File: config.mk
export PLATFORM = sky130hd
export DESIGN_NAME = ws2812_rx
export DESIGN_NICKNAME = d
export VERILOG_FILES = /design/src/rtl/ws2812_rx.sv
export SDC_FILE = /design/constraint.sdc
export NUM_CORES = 1
export LEC_CHECK = 0
export CORE_AREA = 2 2 88 90
export DETAILED_ROUTE_END_ITERATION = 12
export DIE_AREA = 0 0 90 92
export GPL_TIMING_DRIVEN = 0
export HOLD_SLACK_MARGIN = 0.1
export PLACE_DENSITY = 0.87
export SYNTH_ARGS = -nofsm -noshare
export SYNTH_HDL_FRONTEND = slang
export SYNTH_SLANG_ARGS = --single-unit
File: constraint.sdc
create_clock -name clk -period 4.01 [get_ports clk]
set_clock_uncertainty 0.15 [all_clocks]
set_input_delay 0.401 -clock clk [delete_from_list [all_inputs] [get_ports clk]]
set_output_delay 0.401 -clock clk [all_outputs]
set_load 0.02 [all_outputs]
File: src/rtl/ws2812_rx.sv
// WS2812 serial pixel receiver: decodes a one-wire GRB stream
// into indexed pixel strobes, with frame-end and protocol-error pulses.
module ws2812_rx #(
  parameter int SYSTEM_CLOCK = 48000000,
  parameter int NUM_LEDS = 8,
  localparam int AW = (NUM_LEDS > 1) ? $clog2(NUM_LEDS) : 1,
  localparam int CW = $clog2(NUM_LEDS + 1)
) (
  input  logic          clk,
  input  logic          reset,
  input  logic          DI,
  output logic [AW-1:0] address,
  output logic [7:0]    red_out,
  output logic [7:0]    green_out,
  output logic [7:0]    blue_out,
  output logic          pixel_valid,
  output logic          frame_done,
  output logic [CW-1:0] pixel_count,
  output logic          error
);

  localparam int THRESH = SYSTEM_CLOCK * 3 / 5000000;
  localparam int RESET_CYCLES = SYSTEM_CLOCK / 20000;
  localparam int MAX_HIGH = SYSTEM_CLOCK / 500000;
  localparam int DW = $clog2(RESET_CYCLES + 2);

  localparam logic [DW-1:0] TH_LIM = DW'(THRESH);
  localparam logic [DW-1:0] RST_LIM = DW'(RESET_CYCLES);
  localparam logic [DW-1:0] HI_LIM = DW'(MAX_HIGH);
  localparam logic [CW-1:0] NL = CW'(NUM_LEDS);

  localparam logic [1:0] SYNC  = 2'd0;
  localparam logic [1:0] READY = 2'd1;
  localparam logic [1:0] HIGH  = 2'd2;
  localparam logic [1:0] LOW   = 2'd3;

  logic          s1;
  logic          sdi;
  logic          sdi_d;
  logic          rise;
  logic          fall;
  logic          tog;
  logic [DW-1:0] cnt;
  logic [DW-1:0] run;
  logic          bit_val;
  logic          hi_long;
  logic          low_done;
  logic [1:0]    state;
  logic [4:0]    nbit;
  logic [22:0]   shreg;
  logic [23:0]   word;
  logic [CW-1:0] pidx;

  always_ff @(posedge clk or negedge reset) begin
    if (!reset) begin
      s1    <= 1'b0;
      sdi   <= 1'b0;
      sdi_d <= 1'b0;
    end else begin
      s1    <= DI;
      sdi   <= s1;
      sdi_d <= sdi;
    end
  end

  assign rise = sdi & ~sdi_d;
  assign fall = ~sdi & sdi_d;
  assign tog  = rise | fall;

  // cnt = cycles the previous level was held, seen on the edge cycle
  always_ff @(posedge clk or negedge reset) begin
    if (!reset) begin
      cnt <= '0;
    end else if (tog) begin
      cnt <= DW'(1);
    end else if (cnt != RST_LIM) begin
      cnt <= cnt + DW'(1);
    end
  end

  assign run      = cnt + DW'(1);
  assign bit_val  = (cnt >= TH_LIM);
  assign hi_long  = (run >= HI_LIM);
  assign low_done = (run >= RST_LIM);
  assign word     = {shreg, bit_val};

  always_ff @(posedge clk or negedge reset) begin
    if (!reset) begin
      state       <= SYNC;
      nbit        <= '0;
      shreg       <= '0;
      pidx        <= '0;
      address     <= '0;
      red_out     <= '0;
      green_out   <= '0;
      blue_out    <= '0;
      pixel_valid <= 1'b0;
      frame_done  <= 1'b0;
      pixel_count <= '0;
      error       <= 1'b0;
    end else begin
      pixel_valid <= 1'b0;
      frame_done  <= 1'b0;
      error       <= 1'b0;
      unique case (state)
        SYNC: begin
          if (!sdi && !tog && low_done) begin
            state <= READY;
          end
        end
        READY: begin
          if (rise) begin
            state <= HIGH;
            nbit  <= '0;
            shreg <= '0;
            pidx  <= '0;
          end
        end
        HIGH: begin
          if (fall) begin
            state <= LOW;
            shreg <= word[22:0];
            if (nbit == 5'd23) begin
              nbit <= '0;
              if (pidx < NL) begin
                green_out   <= word[23:16];
                red_out     <= word[15:8];
                blue_out    <= word[7:0];
                address     <= pidx[AW-1:0];
                pixel_valid <= 1'b1;
                pidx        <= pidx + CW'(1);
              end
            end else begin
              nbit <= nbit + 5'd1;
            end
          end else if (hi_long) begin
            error <= 1'b1;
            state <= SYNC;
            nbit  <= '0;
            shreg <= '0;
          end
        end
        LOW: begin
          if (rise) begin
            state <= HIGH;
          end else if (low_done) begin
            frame_done  <= 1'b1;
            pixel_count <= pidx;
            state       <= READY;
            nbit        <= '0;
            shreg       <= '0;
          end
        end
        default: state <= SYNC;
      endcase
    end
  end

endmodule

==> results <==
- The die extent in y is between 90 and 100 um.
- The max-capacitance violation count is 0.
- In this run the remaining antenna-violating nets after routing total 0.
- Dividing the detail-routed via count by the number of cells gives 5.78.
- The total detailed-routing wirelength is roughly 8.5 mm.
- The most numerous cell type found on the critical path is sky130_fd_sc_hd__clkbuf_1.
- The count of pins over their slew limit is 0.
- The worst-path cell with the longest stage delay is sky130_fd_sc_hd__clkbuf_1.
- The completed layout was analyzed and its total power is 1.52 mW.
- The cell area that synthesis handed to floorplanning was between 3000 and 4000 sq um.
- The final cell utilization of the core is a little over three fifths.
- The first detailed-routing pass took 4 iterations.
- TritonCTS built the clock tree.
- The worst setup path is captured at a register.
- The die covers 8280 sq um.
- The count of nets after finishing is roughly 430.
- The leading cell type in the layout, fill and taps excluded is sky130_fd_sc_hd__dfrtp_1.
- The total via count in the routed design is 3013.
- Static timing analysis puts the maximum clock frequency at between 300 and 400 MHz.
- The root buffer cell chosen for the clock tree is sky130_fd_sc_hd__clkbuf_8.
- At the pin with the least slew margin, the transition time is between 500 and 600 ps.
- For this design the ratio of total power to cell area is 328 nW/um^2.
- The clock latency reported for the late side of the worst-skew pair is 350 ps.
- The number of design-rule violations left by the first detailed-router iteration is between 300 and 400.
- The post-placement cell area is approximately 4500 sq um.
- The worst setup path is launched from a register.
- The number of CTS-inserted buffers is 9.
- The portion of the clock cycle consumed by the worst path in the final layout is roughly three quarters.
- The library cells used most frequently in the layout, excluding fill and tap cells, are sky130_fd_sc_hd__dfrtp_1 (83), sky130_fd_sc_hd__a21oi_1 (59), sky130_fd_sc_hd__clkdlybuf4s50_1 (35), sky130_fd_sc_hd__mux2_2 (31), sky130_fd_sc_hd__a31oi_1 (27).
- The number of antenna violations at the first check in global routing is 0.
- The final hold violation count is 0.
- The run finished with clean final reports.
- The yosys synthesis warning count is 0.
- After legalization and detailed placement, the total HPWL measured 5.95 mm.
- The initial cell density of the core is a little over half.
- The number of sinks on the clock net is 83.
- Counting tap cells, the placed design contains a total of around 500 instances.
- After routing the design area is between 4000 and 5000 sq um.
- Traced cell by cell, the critical path runs through clkbuf_1 > nand2_1 > nor4_4 > mux2_2 > nor2_1 > clkbuf_1 > a21oi_1 > a31oi_1.
- The library cell occupying the most area in the post-synthesis netlist is sky130_fd_sc_hd__dfrtp_1.
- After floorplanning, the core was sized to cover ~7400 sq um.
- The worst endpoint data arrival time is roughly 3200 ps.
- The worst path in the final design needs a cycle of just over 3000 ps, including I/O delays and setup.
- The worst register-to-register path begins at cnt[0]$_DFFE_PN0P_.
- Dividing the synthesized area by the synthesized cell count gives approximately 11 sq um.
- The tightest hold path in the finished design has a slack of roughly 210 ps.
- The area growth from synthesis to layout is 17.9%.
- The synthesized instance count is approximately 370.
- The overall die width is around 90 um.
- The wire length of the first global-routing pass is ~14 mm.
- After floorplanning, the core was divided into 32 placement rows.
- After detailed routing, the average wire length per cell comes to around 16 um.
- 37 I/O pins were placed.
- The via count of the first global-routing pass is 2942.
- In the final layout, the share of cells above drive strength 1 is a little under a fifth.
- The startpoint of the worst setup timing path is cnt[0]$_DFFE_PN0P_.
- The final setup violation count is 0.
- The clock transition at the registers of the reported paths is roughly 100 ps.
- Entering global routing, the biggest net connects 60 pins.
- The biggest cell delay along the critical path is approximately 450 ps.
- 0 antenna diodes ended up in the layout.
- The analysis attributes to cell leakage a power of between 2 and 2.5 nW.
- For the worst setup path, the data required time is 4130 ps.
- The finished layout holds ~520 standard cells, fillers aside.
- The buffers plus inverters on the worst setup path is 2.
- Setup repair after global routing left no endpoint under its margin.
- The buffer levels on the longest clock path is 2.
- The count of distinct cell types in the synthesized netlist is between 50 and 60.
- The hold buffer count at cts is 1.
- The area share of the largest cell type after synthesis is a little over half.
- Ranked by total cell area, the synthesized netlist is headed by sky130_fd_sc_hd__dfrtp_1 (53%), sky130_fd_sc_hd__mux2_2 (8.9%), sky130_fd_sc_hd__a21oi_1 (7.5%).
- The post-CTS setup repair buffer count is 0.
- The synthesized design contains 83 register bits.
- For this run, design rule violations remaining after detail routing come to 0.
- VDD sags by at most 0.255 mV.
- The critical path in this run is classified as register to register.
- In this run the worst path has a maximum fanout of 10.
- The global route total overflow is 0.
- The post-synth net total is roughly 380.
- For this run, the register share of the synthesized area comes to a little over half.
- The routability-driven placement congestion ratio is about 0.81.
- The cell family with the largest share of critical-path delay is simple AND/OR/NAND/NOR gates.
- The count of buffers added on input and output ports is 36.
- The worst max-slew margin expressed relative to the limit is 60.5%.
- The worst hold path begins at s1$_DFF_PN0_.
- The number of resized instances in the post-cts repair step is 0.
- The worst hold-check path type is register to register.
- CTS built an H-tree with a depth of 3.
- The global-route usage over all layers is 21.4%.
-- cell type report --
cell class	count	area [sq um]
fill	599	2800
timing repair buffer	38	395
clock inverter	7	58.8
multi-input combinational	255	1740
tap	102	128
clock buffer	9	124
buffer	21	106
inverter	6	22.5
sequential	83	2080
-- sequential cells by signal, indices dropped and copies added (netlist names) --
signal	count
shreg	23
cnt	12
blue_out	8
green_out	8
red_out	8
nbit	5
pidx	4
pixel_count	4
address	3
state	2
error	1
frame_done	1
pixel_valid	1
s1	1
sdi	1
sdi_d	1
-- cells in the mapped netlist, drive strengths merged --
cell type  number
nor3b           1
nand3b          2
nor2           24
and2            1
nand4           5
xor2            6
a31oi          27
o311ai          1
and3            2
nand3           8
dfrtp          83
inv             6
nand4b          2
buf            11
a2111oi         1
mux2           31
or2             3
o31ai           2
nand2          22
a21oi          59
nand2b          6
nor2b           5
ha              8
xnor2           6
or3             1
nor3            6
nor4            4
and2b           1
mux2i           1
a21o            2
o21ai           8
or3b            1
clkbuf         10
o211ai          2
a211oi          1
o21a            1
nor4bb          1
a41oi           3
o21bai          1
-- routing by layer --
metal	vias to the layer above	wire length (um)	track usage [%]
li1	1418	-	-
met1	1498	3800	29.1
met2	90	4250	34.6
met3	7	394	3.86
met4	0	81	7.82
met5	-	0	0
-- stage by stage --
| stage | TNS [ps] | worst slack [ps] |
|---|---|---|
| 3_3_place_gp | -42940 | -522 |
| 4_1_cts | 0 | 974 |
| 3_5_place_dp | 0 | 980 |
| 2_1_floorplan | 0 | 1510 |
| 5_1_grt | 0 | 697 |
| 6_report | 0 | 940 |
-- worst register-to-register path, stage by stage (launching register included) --
cell and delay (ps):
sky130_fd_sc_hd__dfrtp_1 380, sky130_fd_sc_hd__clkbuf_1 310, sky130_fd_sc_hd__nand2_1 220, sky130_fd_sc_hd__nor4_4 380, sky130_fd_sc_hd__mux2_2 390, sky130_fd_sc_hd__nor2_1 420
sky130_fd_sc_hd__clkbuf_1 450, sky130_fd_sc_hd__a21oi_1 100, sky130_fd_sc_hd__a31oi_1 210
-- cells by family after synthesis --
kind of cell | share of synthesized area [%]
AO/OA/AOI/OAI | 16.2
AND/OR/NAND/NOR | 13.4
flip-flops | 52.7
multiplexers | 9.11
buffers and inverters | 3.27
XOR/XNOR | 2.86
adder cells (fa/ha/maj) | 2.54
-- power by group --
group | switching [mW] | internal [mW]
clock | 0.333 | 0.237
sequential | 0.00623 | 0.845
combinational | 0.0695 | 0.0324
total | 0.409 | 1.11
-- worst paths after layout --
check	endpoint	slack [ps]	cells past startpoint
max	shreg[10]$_DFFE_PN0P_	940	8
min	sdi$_DFF_PN0_	210	0
max reg2reg	shreg[10]$_DFFE_PN0P_	940	8
min reg2reg	sdi$_DFF_PN0_	210	0
max in group asynchronous	pidx[3]$_DFFE_PN0P_	2760	3
min in group asynchronous	cnt[7]$_DFFE_PN0P_	360	2
Power figures use the tool's default switching activity.
